==> src/rtl/ctrl_pkg.sv <==
// rtl/ctrl_pkg.sv - opcodes, ALUop codes and pipelined control-word layout
package ctrl_pkg;

    localparam logic [6:0] OP_NOP    = 7'b0000000;
    localparam logic [6:0] OP_LOAD   = 7'b0000011;
    localparam logic [6:0] OP_STORE  = 7'b0100011;
    localparam logic [6:0] OP_RTYPE  = 7'b0110011;
    localparam logic [6:0] OP_ITYPE  = 7'b0010011;
    localparam logic [6:0] OP_BRANCH = 7'b1100011;
    localparam logic [6:0] OP_JAL    = 7'b1101111;
    localparam logic [6:0] OP_JALR   = 7'b1100111;
    localparam logic [6:0] OP_LUI    = 7'b0110111;
    localparam logic [6:0] OP_AUIPC  = 7'b0010111;

    localparam logic [1:0] ALUOP_ADD    = 2'b00;
    localparam logic [1:0] ALUOP_BRANCH = 2'b01;
    localparam logic [1:0] ALUOP_FUNCT  = 2'b10;
    localparam logic [1:0] ALUOP_PASSB  = 2'b11;

    // Each stage only carries the fields still needed downstream.
    typedef struct packed {
        logic reg_write;
        logic mem_to_reg;
        logic link;
    } wb_ctrl_t;

    typedef struct packed {
        logic     mem_read;
        logic     mem_write;
        wb_ctrl_t wb;
    } mem_ctrl_t;

    typedef struct packed {
        logic       alu_src;
        logic       asel_pc;
        logic [1:0] alu_op;
        logic       branch;
        logic       jump;
        logic       jump_reg;
        mem_ctrl_t  mem;
    } ctrl_word_t;

    localparam ctrl_word_t CTRL_NOP = '0;
    localparam mem_ctrl_t  MEM_NOP  = '0;
    localparam wb_ctrl_t   WB_NOP   = '0;

endpackage

==> src/rtl/ctrl_decode.sv <==
// rtl/ctrl_decode.sv - combinational opcode to control-word decoder
module ctrl_decode
    import ctrl_pkg::*;
#(
    parameter int EXT_EN = 1
) (
    input  logic [6:0]  opcode,
    output ctrl_word_t  ctrl,
    output logic        illegal
);

    always_comb begin
        ctrl    = CTRL_NOP;
        illegal = 1'b0;
        case (opcode)
            OP_NOP: ;
            OP_LOAD: begin
                ctrl.alu_src           = 1'b1;
                ctrl.alu_op            = ALUOP_ADD;
                ctrl.mem.mem_read      = 1'b1;
                ctrl.mem.wb.reg_write  = 1'b1;
                ctrl.mem.wb.mem_to_reg = 1'b1;
            end
            OP_STORE: begin
                ctrl.alu_src       = 1'b1;
                ctrl.alu_op        = ALUOP_ADD;
                ctrl.mem.mem_write = 1'b1;
            end
            OP_RTYPE: begin
                ctrl.alu_op           = ALUOP_FUNCT;
                ctrl.mem.wb.reg_write = 1'b1;
            end
            OP_ITYPE: begin
                ctrl.alu_src          = 1'b1;
                ctrl.alu_op           = ALUOP_FUNCT;
                ctrl.mem.wb.reg_write = 1'b1;
            end
            OP_BRANCH: begin
                ctrl.branch = 1'b1;
                ctrl.alu_op = ALUOP_BRANCH;
            end
            OP_JAL: begin
                if (EXT_EN != 0) begin
                    ctrl.asel_pc          = 1'b1;
                    ctrl.jump             = 1'b1;
                    ctrl.mem.wb.reg_write = 1'b1;
                    ctrl.mem.wb.link      = 1'b1;
                end else begin
                    illegal = 1'b1;
                end
            end
            OP_JALR: begin
                if (EXT_EN != 0) begin
                    ctrl.alu_src          = 1'b1;
                    ctrl.jump             = 1'b1;
                    ctrl.jump_reg         = 1'b1;
                    ctrl.mem.wb.reg_write = 1'b1;
                    ctrl.mem.wb.link      = 1'b1;
                end else begin
                    illegal = 1'b1;
                end
            end
            OP_LUI: begin
                if (EXT_EN != 0) begin
                    ctrl.alu_src          = 1'b1;
                    ctrl.alu_op           = ALUOP_PASSB;
                    ctrl.mem.wb.reg_write = 1'b1;
                end else begin
                    illegal = 1'b1;
                end
            end
            OP_AUIPC: begin
                if (EXT_EN != 0) begin
                    ctrl.alu_src          = 1'b1;
                    ctrl.asel_pc          = 1'b1;
                    ctrl.alu_op           = ALUOP_ADD;
                    ctrl.mem.wb.reg_write = 1'b1;
                end else begin
                    illegal = 1'b1;
                end
            end
            default: illegal = 1'b1;
        endcase
    end

endmodule

==> src/rtl/control_pipe.sv <==
// rtl/control_pipe.sv - pipelined main decoder with ID/EX, EX/MEM, MEM/WB control registers
module control_pipe
    import ctrl_pkg::*;
#(
    parameter int ALUOP_W = 2,
    parameter int EXT_EN  = 1,
    parameter int CNT_W   = 8
) (
    input  logic               clk,
    input  logic               reset,
    input  logic [6:0]         opcode,
    input  logic               hazard_stall,
    input  logic               flush,
    input  logic               freeze,
    output logic               ex_ALUSrc,
    output logic               ex_ASelPC,
    output logic [ALUOP_W-1:0] ex_ALUop,
    output logic               ex_Branch,
    output logic               ex_Jump,
    output logic               ex_JumpReg,
    output logic               mem_MemRead,
    output logic               mem_MemWrite,
    output logic               wb_RegWrite,
    output logic               wb_MemtoReg,
    output logic               wb_Link,
    output logic               ex_illegal,
    output logic [CNT_W-1:0]   illegal_cnt
);

    ctrl_word_t id_ctrl;
    logic       id_illegal;
    ctrl_word_t id_ex;
    mem_ctrl_t  ex_mem;
    wb_ctrl_t   mem_wb;

    ctrl_decode #(.EXT_EN(EXT_EN)) u_decode (
        .opcode  (opcode),
        .ctrl    (id_ctrl),
        .illegal (id_illegal)
    );

    always_ff @(posedge clk) begin
        if (reset) begin
            id_ex       <= CTRL_NOP;
            ex_illegal  <= 1'b0;
            ex_mem      <= MEM_NOP;
            mem_wb      <= WB_NOP;
            illegal_cnt <= '0;
        end else if (!freeze) begin
            // The instruction currently in EX is counted even if a flush squashes younger slots.
            if (ex_illegal && (illegal_cnt != '1))
                illegal_cnt <= illegal_cnt + CNT_W'(1);
            mem_wb <= ex_mem.wb;
            if (flush) begin
                id_ex      <= CTRL_NOP;
                ex_illegal <= 1'b0;
                ex_mem     <= MEM_NOP;
            end else begin
                ex_mem <= id_ex.mem;
                if (hazard_stall) begin
                    id_ex      <= CTRL_NOP;
                    ex_illegal <= 1'b0;
                end else begin
                    id_ex      <= id_ctrl;
                    ex_illegal <= id_illegal;
                end
            end
        end
    end

    assign ex_ALUSrc    = id_ex.alu_src;
    assign ex_ASelPC    = id_ex.asel_pc;
    assign ex_ALUop     = ALUOP_W'(id_ex.alu_op);
    assign ex_Branch    = id_ex.branch;
    assign ex_Jump      = id_ex.jump;
    assign ex_JumpReg   = id_ex.jump_reg;
    assign mem_MemRead  = ex_mem.mem_read;
    assign mem_MemWrite = ex_mem.mem_write;
    assign wb_RegWrite  = mem_wb.reg_write;
    assign wb_MemtoReg  = mem_wb.mem_to_reg;
    assign wb_Link      = mem_wb.link;

endmodule

==> config.mk <==
export PLATFORM = sky130hd
export DESIGN_NAME = control_pipe
export DESIGN_NICKNAME = d
export VERILOG_FILES = /design/src/rtl/ctrl_pkg.sv /design/src/rtl/ctrl_decode.sv /design/src/rtl/control_pipe.sv
export SDC_FILE = /design/constraint.sdc
export NUM_CORES = 1
export LEC_CHECK = 0
export ABC_AREA = 1
export BUFFER_PORTS_ARGS = -buffer_cell sky130_fd_sc_hd__buf_2
export CORE_ASPECT_RATIO = 0.9
export CORE_UTILIZATION = 40
export DETAILED_ROUTE_END_ITERATION = 8
export PLACE_DENSITY_LB_ADDON = 0.2
export SYNTH_ARGS = -nofsm -noshare
export SYNTH_HDL_FRONTEND = slang
export SYNTH_SLANG_ARGS = --single-unit
==> constraint.sdc <==
create_clock -name clk -period 1.3 [get_ports clk]
set_input_delay 0 -clock clk [delete_from_list [all_inputs] [get_ports clk]]
set_output_delay 0 -clock clk [all_outputs]
set_load 0.1 [all_outputs]
# Yosys cells after proc, flatten, opt, wreduce, memory -nomap -nowiden
# Index checks and enable logic that the tools add are counted.
[classes]
addsub = 1
n_eq_ne = 10
mux = 15
bitwise_logic = 1
n_reduce_logical = 9
[ops]
columns = ["cell", "count"]
rows = [
  ["12-bit two-way mux", 2],
  ["7-bit by 6-bit == test with 1-bit output (second input constant)", 3],
  ["7-bit == test (second input constant)", 3],
  ["7-bit by 5-bit == test with 1-bit output (second input constant)", 2],
  ["1-bit two-way mux", 11],
  ["10-bit OR reduction", 1],
  ["8-bit by 1-bit adder with 8-bit output (second input constant)", 1],
  ["8-bit inequality test (second input constant)", 1],
  ["7-bit by 2-bit == test with 1-bit output (second input constant)", 1],
  ["7-bit zero test", 1],
  ["7-bit OR reduction", 1],
  ["2-bit one-hot mux with 3 select lines", 1],
  ["2-bit OR reduction", 3],
  ["6-bit OR reduction", 1],
  ["5-bit two-way mux", 1],
  ["2-bit AND reduction", 1],
  ["1-bit logical AND", 1],
  ["1-bit inverter", 1],
]
[totals]
register_bits = 29
in_bits = 12
output_inout_bits = 21

# Longest topological paths before layout
[logic_depth]
ltp_word = 5
ltp_mapped = 9
depth_no_buf = 9

# Cells and area by module
# Synthesis repeated with hierarchy kept, for this count alone.
[unflattened]
cells_unflattened = 231
hier_area_um2 = 1535.2
[modules_own_cells]
columns = ["module", "instances", "cells_per_inst", "area_per_inst_um2", "seq_area_each_um2"]
rows = [
  ["control_pipe", 1, 173, 1253.7, 580.6],
  ["ctrl_decode", 1, 58, 281.5, 0.0],
]

# Worst setup path after synthesis
# No wires, ideal clock.
[synth_timing]
path_kind = "register -> register"
startpoint = "register illegal_cnt[1]"
endpoint = "register illegal_cnt[4]"
arrival_time_ns = 2.064
required_time_ns = 1.181
slack_ns = -0.883
path_stages_with_launch = 9
period_less_slack_ns = 2.183
cell_sequence = "dfxtp_1 -> ha_1 -> nand2_2 -> nor2_2 -> nand4_2 -> nand2_2 -> nor2_1 -> o21ai_1 -> nor2_1"
[synth_via]
elab_chain_cells = 3
elab_cells_between_ends = 4
cone_classes = "1 x add/sub; 1 x eq/ne; 2 x reduce/logical"
[synth_rtl]
columns = ["item", "line", "source"]
rows = [
  ["start: declaration", "control_pipe.sv:27", "output logic [CNT_W-1:0] illegal_cnt"],
  ["start signal: assignment", "control_pipe.sv:52", "illegal_cnt <= illegal_cnt + CNT_W'(1);"],
  ["parallel branches: the longest is 3 deep, another holds 8-bit by 1-bit adder with 8-bit output", "n/a", ""],
]
# Several ways; the timed one is not identified.
# A chain may end at the register's enable or synchronous reset.

# Worst setup path in the final report
# Ends and elaborated chain as after synthesis.

==> qor.txt <==
status: finished clean
Site Rows: 19
wirelength, routed: 2.727 mm
clk_lat worst skew: 0.32 ns
YS warnings: 0
kind of critical path: flip-flop to flip-flop
total number of vias: 1239
GPL Wtd Cong: 0.8326
worst vdd ir: 0.4962 mV
largest net degree at the start of global routing: 17
CTS tree: done
Worst Setup SP: illegal_cnt[1]$_SDFFE_PP0P_
Power Density: 871.2 nW/um^2
Vias per Instance: 4.555
share of cells above drive strength 1: 26.96%
relative slew slack: 66.97%
Mapped Nets: 204
number of port buffers: 32
reg2reg end: illegal_cnt[4]$_SDFFE_PP0P_
Slew @ Worst Pin: 0.4990 ns
Clock Path Buffers: 2
CTS Sinks: 26
die span in x: 61.37 um
Gate Count Post-Synth: 191
H-tree depth: 1
Final Cell Area: 1653 sq um
max-slew violations: 0
post-route ant nets: 0
fill count: 313
share of the synthesized area in the top cell type: 41.03%
RSZ-0062 raised after global routing: true
WP data arrival: 1.51 ns
Max Cap Viol: 0
Num CTS Buffers: 3
Worst Reg2Reg Path Length in Cells: 8
Yosys cell types: 22
Die Ht: 55.43 um
DRC: 0
Critical Path RT: 1.53 ns
setup ws final: 0.01801 ns
root buf cell: clkbuf_4
num ports: 33
antenna violations before repair: 0
global-route wire length before repair: 4.581 mm
top cells by area, synth: dfxtp_1, nand2_1, nor2_1, a21oi_1, nand3_1
worst clock skew: 0.001852 ns
Total GRT Usage: 17.44%
post-synth top area cell: dfxtp_1
Worst-path clk slew: 0.13 ns
Avg Cell Area, Syn: 6.642 sq um
core outline area: 3043 sq um
Lkg Pwr: 0.0007795 uW
flop2flop setup slack: 0.02 ns
Pre-Repair DR Iteration Count: 4
crit path to: illegal_cnt[4]$_SDFFE_PP0P_
worst slack at placement: 0.03020 ns
n_diodes: 0
Reg-to-Reg Start: illegal_cnt[1]$_SDFFE_PP0P_
Seq/Total Area, Yosys: 41.03%
final worst path period share: 98.61%
drt wl/cell: 10.03 um
number of synthesized register bits: 26
Setup violations, final: 0
Final min period: 1.282 ns
Initial Util: 41.69%
fmax: 780.0 MHz
Post-DP Area: 1545 sq um
crit path max fanout: 6
area delta synth->final: 30.28%
First DRT Iteration DRCs: 60
global route overflow: 0
detailed placement HPWL: 2.054 mm
Hold Crit Class: input port to flip-flop
Worst setup EP type: flip-flop
final number of hold-violating endpoints: 0
Die ar.: 3401 sq um
Layout Nets: 244
vias in the first global route: 1068
Synth Cell Area: 1269 sq um
CP startpoint kind: flip-flop
cell families after synthesis:
group	after synthesis	synth area share, %
AO/OA/AOI/OAI	25	10.26
XOR/XNOR	3	2.071
adder cells (fa/ha/maj)	1	0.9860
buffers and inverters	25	7.987
flip-flops	26	41.03
AND/OR/NAND/NOR	111	37.67
cell usage in the layout (no fill, tap or decap):
master	count
a21oi_1	15
a21oi_2	1
and2_1	1
buf_2	32
buf_4	5
clkbuf_16	1
clkbuf_4	3
clkinv_1	1
dfxtp_1	16
dfxtp_2	3
dfxtp_4	7
dlygate4sd3_1	3
ha_4	1
inv_1	18
nand2_1	51
nand2_2	1
nand2_4	2
nand3_1	14
nand3_2	1
nand4_1	1
nand4_4	1
nor2_1	34
nor2_2	1
nor2_4	1
nor3_1	1
nor3_2	1
nor3_4	1
nor3b_1	1
o211ai_1	2
o21ai_0	6
o21ai_1	1
xor2_1	3
synth_stat cells:
cell type / count
a21oi_1: 16
and2_1: 1
buf_4: 2
clkbuf_1: 4
clkinv_1: 1
dfxtp_1: 26
ha_1: 1
inv_1: 18
nand2_1: 51
nand2_2: 2
nand3_1: 15
nand4_1: 1
nand4_2: 1
nor2_1: 34
nor2_2: 2
nor3_1: 2
nor3_4: 1
nor3b_1: 1
o211ai_1: 2
o21ai_0: 6
o21ai_1: 1
xor2_1: 3
cell type report:
type / count / area [sq um] / area share (%)
Multi-Input combinational cell: 141 / 703.2 / 42.54
Sequential cell: 26 / 550.5 / 33.31
Timing Repair Buffer: 40 / 227.7 / 13.78
Inverter: 19 / 71.32 / 4.315
Tap cell: 42 / 52.55 / 3.179
Clock buffer: 4 / 47.55 / 2.877
flip-flops by register name, indices dropped and copies added, names as in the netlist:
name          count
wb_MemtoReg       1
ex_ALUop          2
ex_ASelPC         1
ex_Branch         1
mem_MemWrite      1
ex_Jump           1
wb_RegWrite       1
ex_mem            2
mem_MemRead       1
illegal_cnt       8
ex_JumpReg        1
ex_illegal        1
wb_Link           1
ex_ALUSrc         1
id_ex             3
per-stage QoR:
| stage | instances | total power, uW | hold slack, ns | util [%] | setup TNS [ns] |
|---|---|---|---|---|---|
| after floorplan | 191 | 929.3 | 0.1919 | - | -1.121 |
| after global routing | 272 | 1508 | 0.06768 | 54.32 | -0.1921 |
| after detailed placement | 262 | 982.8 | 0.3500 | 50.78 | 0 |
| after CTS | 269 | 1469 | 0.03572 | 53.33 | 0 |
| after global placement | 262 | 981.3 | 0.3455 | 50.78 | 0 |
| final | 272 | 1440 | 0.04820 | 54.32 | 0 |
worst min-delay path by stage:
stage,from,end,slack (ns),cells past startpoint
detailed placement,hazard_stall,id_ex[4]$_SDFFE_PP0N_,0.35,4
global placement,hazard_stall,id_ex[4]$_SDFFE_PP0N_,0.35,4
floorplan,hazard_stall,id_ex[2]$_SDFFE_PP0N_,0.19,3
finish,reset,illegal_cnt[1]$_SDFFE_PP0P_,0.05,3
global route,reset,ex_mem[0]$_SDFFE_PP0N_,0.07,3
CTS,reset,ex_illegal$_SDFFE_PP0N_,0.04,3
critical path, stage by stage, from the launching register on:
cell and delay (ns):
dfxtp_4 0.39, ha_4 0.15, nand2_4 0.06, nor2_4 0.09, nand4_4 0.14, nand2_4 0.14, nor2_1 0.05, o21ai_1 0.11
nor2_1 0.05
repair_timing:
item                                    in CTS  in global routing
buffers inserted                             0                  2
endpoints found under the hold margin        7                  0
endpoints found under the setup margin       0                 10
hold buffers                                 3                  0
gates resized for setup                      0                  2
layer usage:
| metal | vias to the layer above | global-route usage [%] | wire length, um |
|---|---|---|---|
| li1 | 687 | - | - |
| met1 | 520 | 27.10 | 1503 |
| met2 | 30 | 24.69 | 1113 |
| met3 | 2 | 4.918 | 102 |
| met4 | 0 | 1.905 | 7 |
| met5 | - | 0 | 0 |
power by group:
group / leakage [uW] / internal (uW) / switching (uW) / total, uW
clock: 0.0000261 / 235 / 233 / 468
combinational: 0.000536 / 47.5 / 129 / 177
sequential: 0.000217 / 791 / 4.24 / 795
total: 0.000779 / 1070 / 366 / 1440
(Power assumes the default switching activity.)
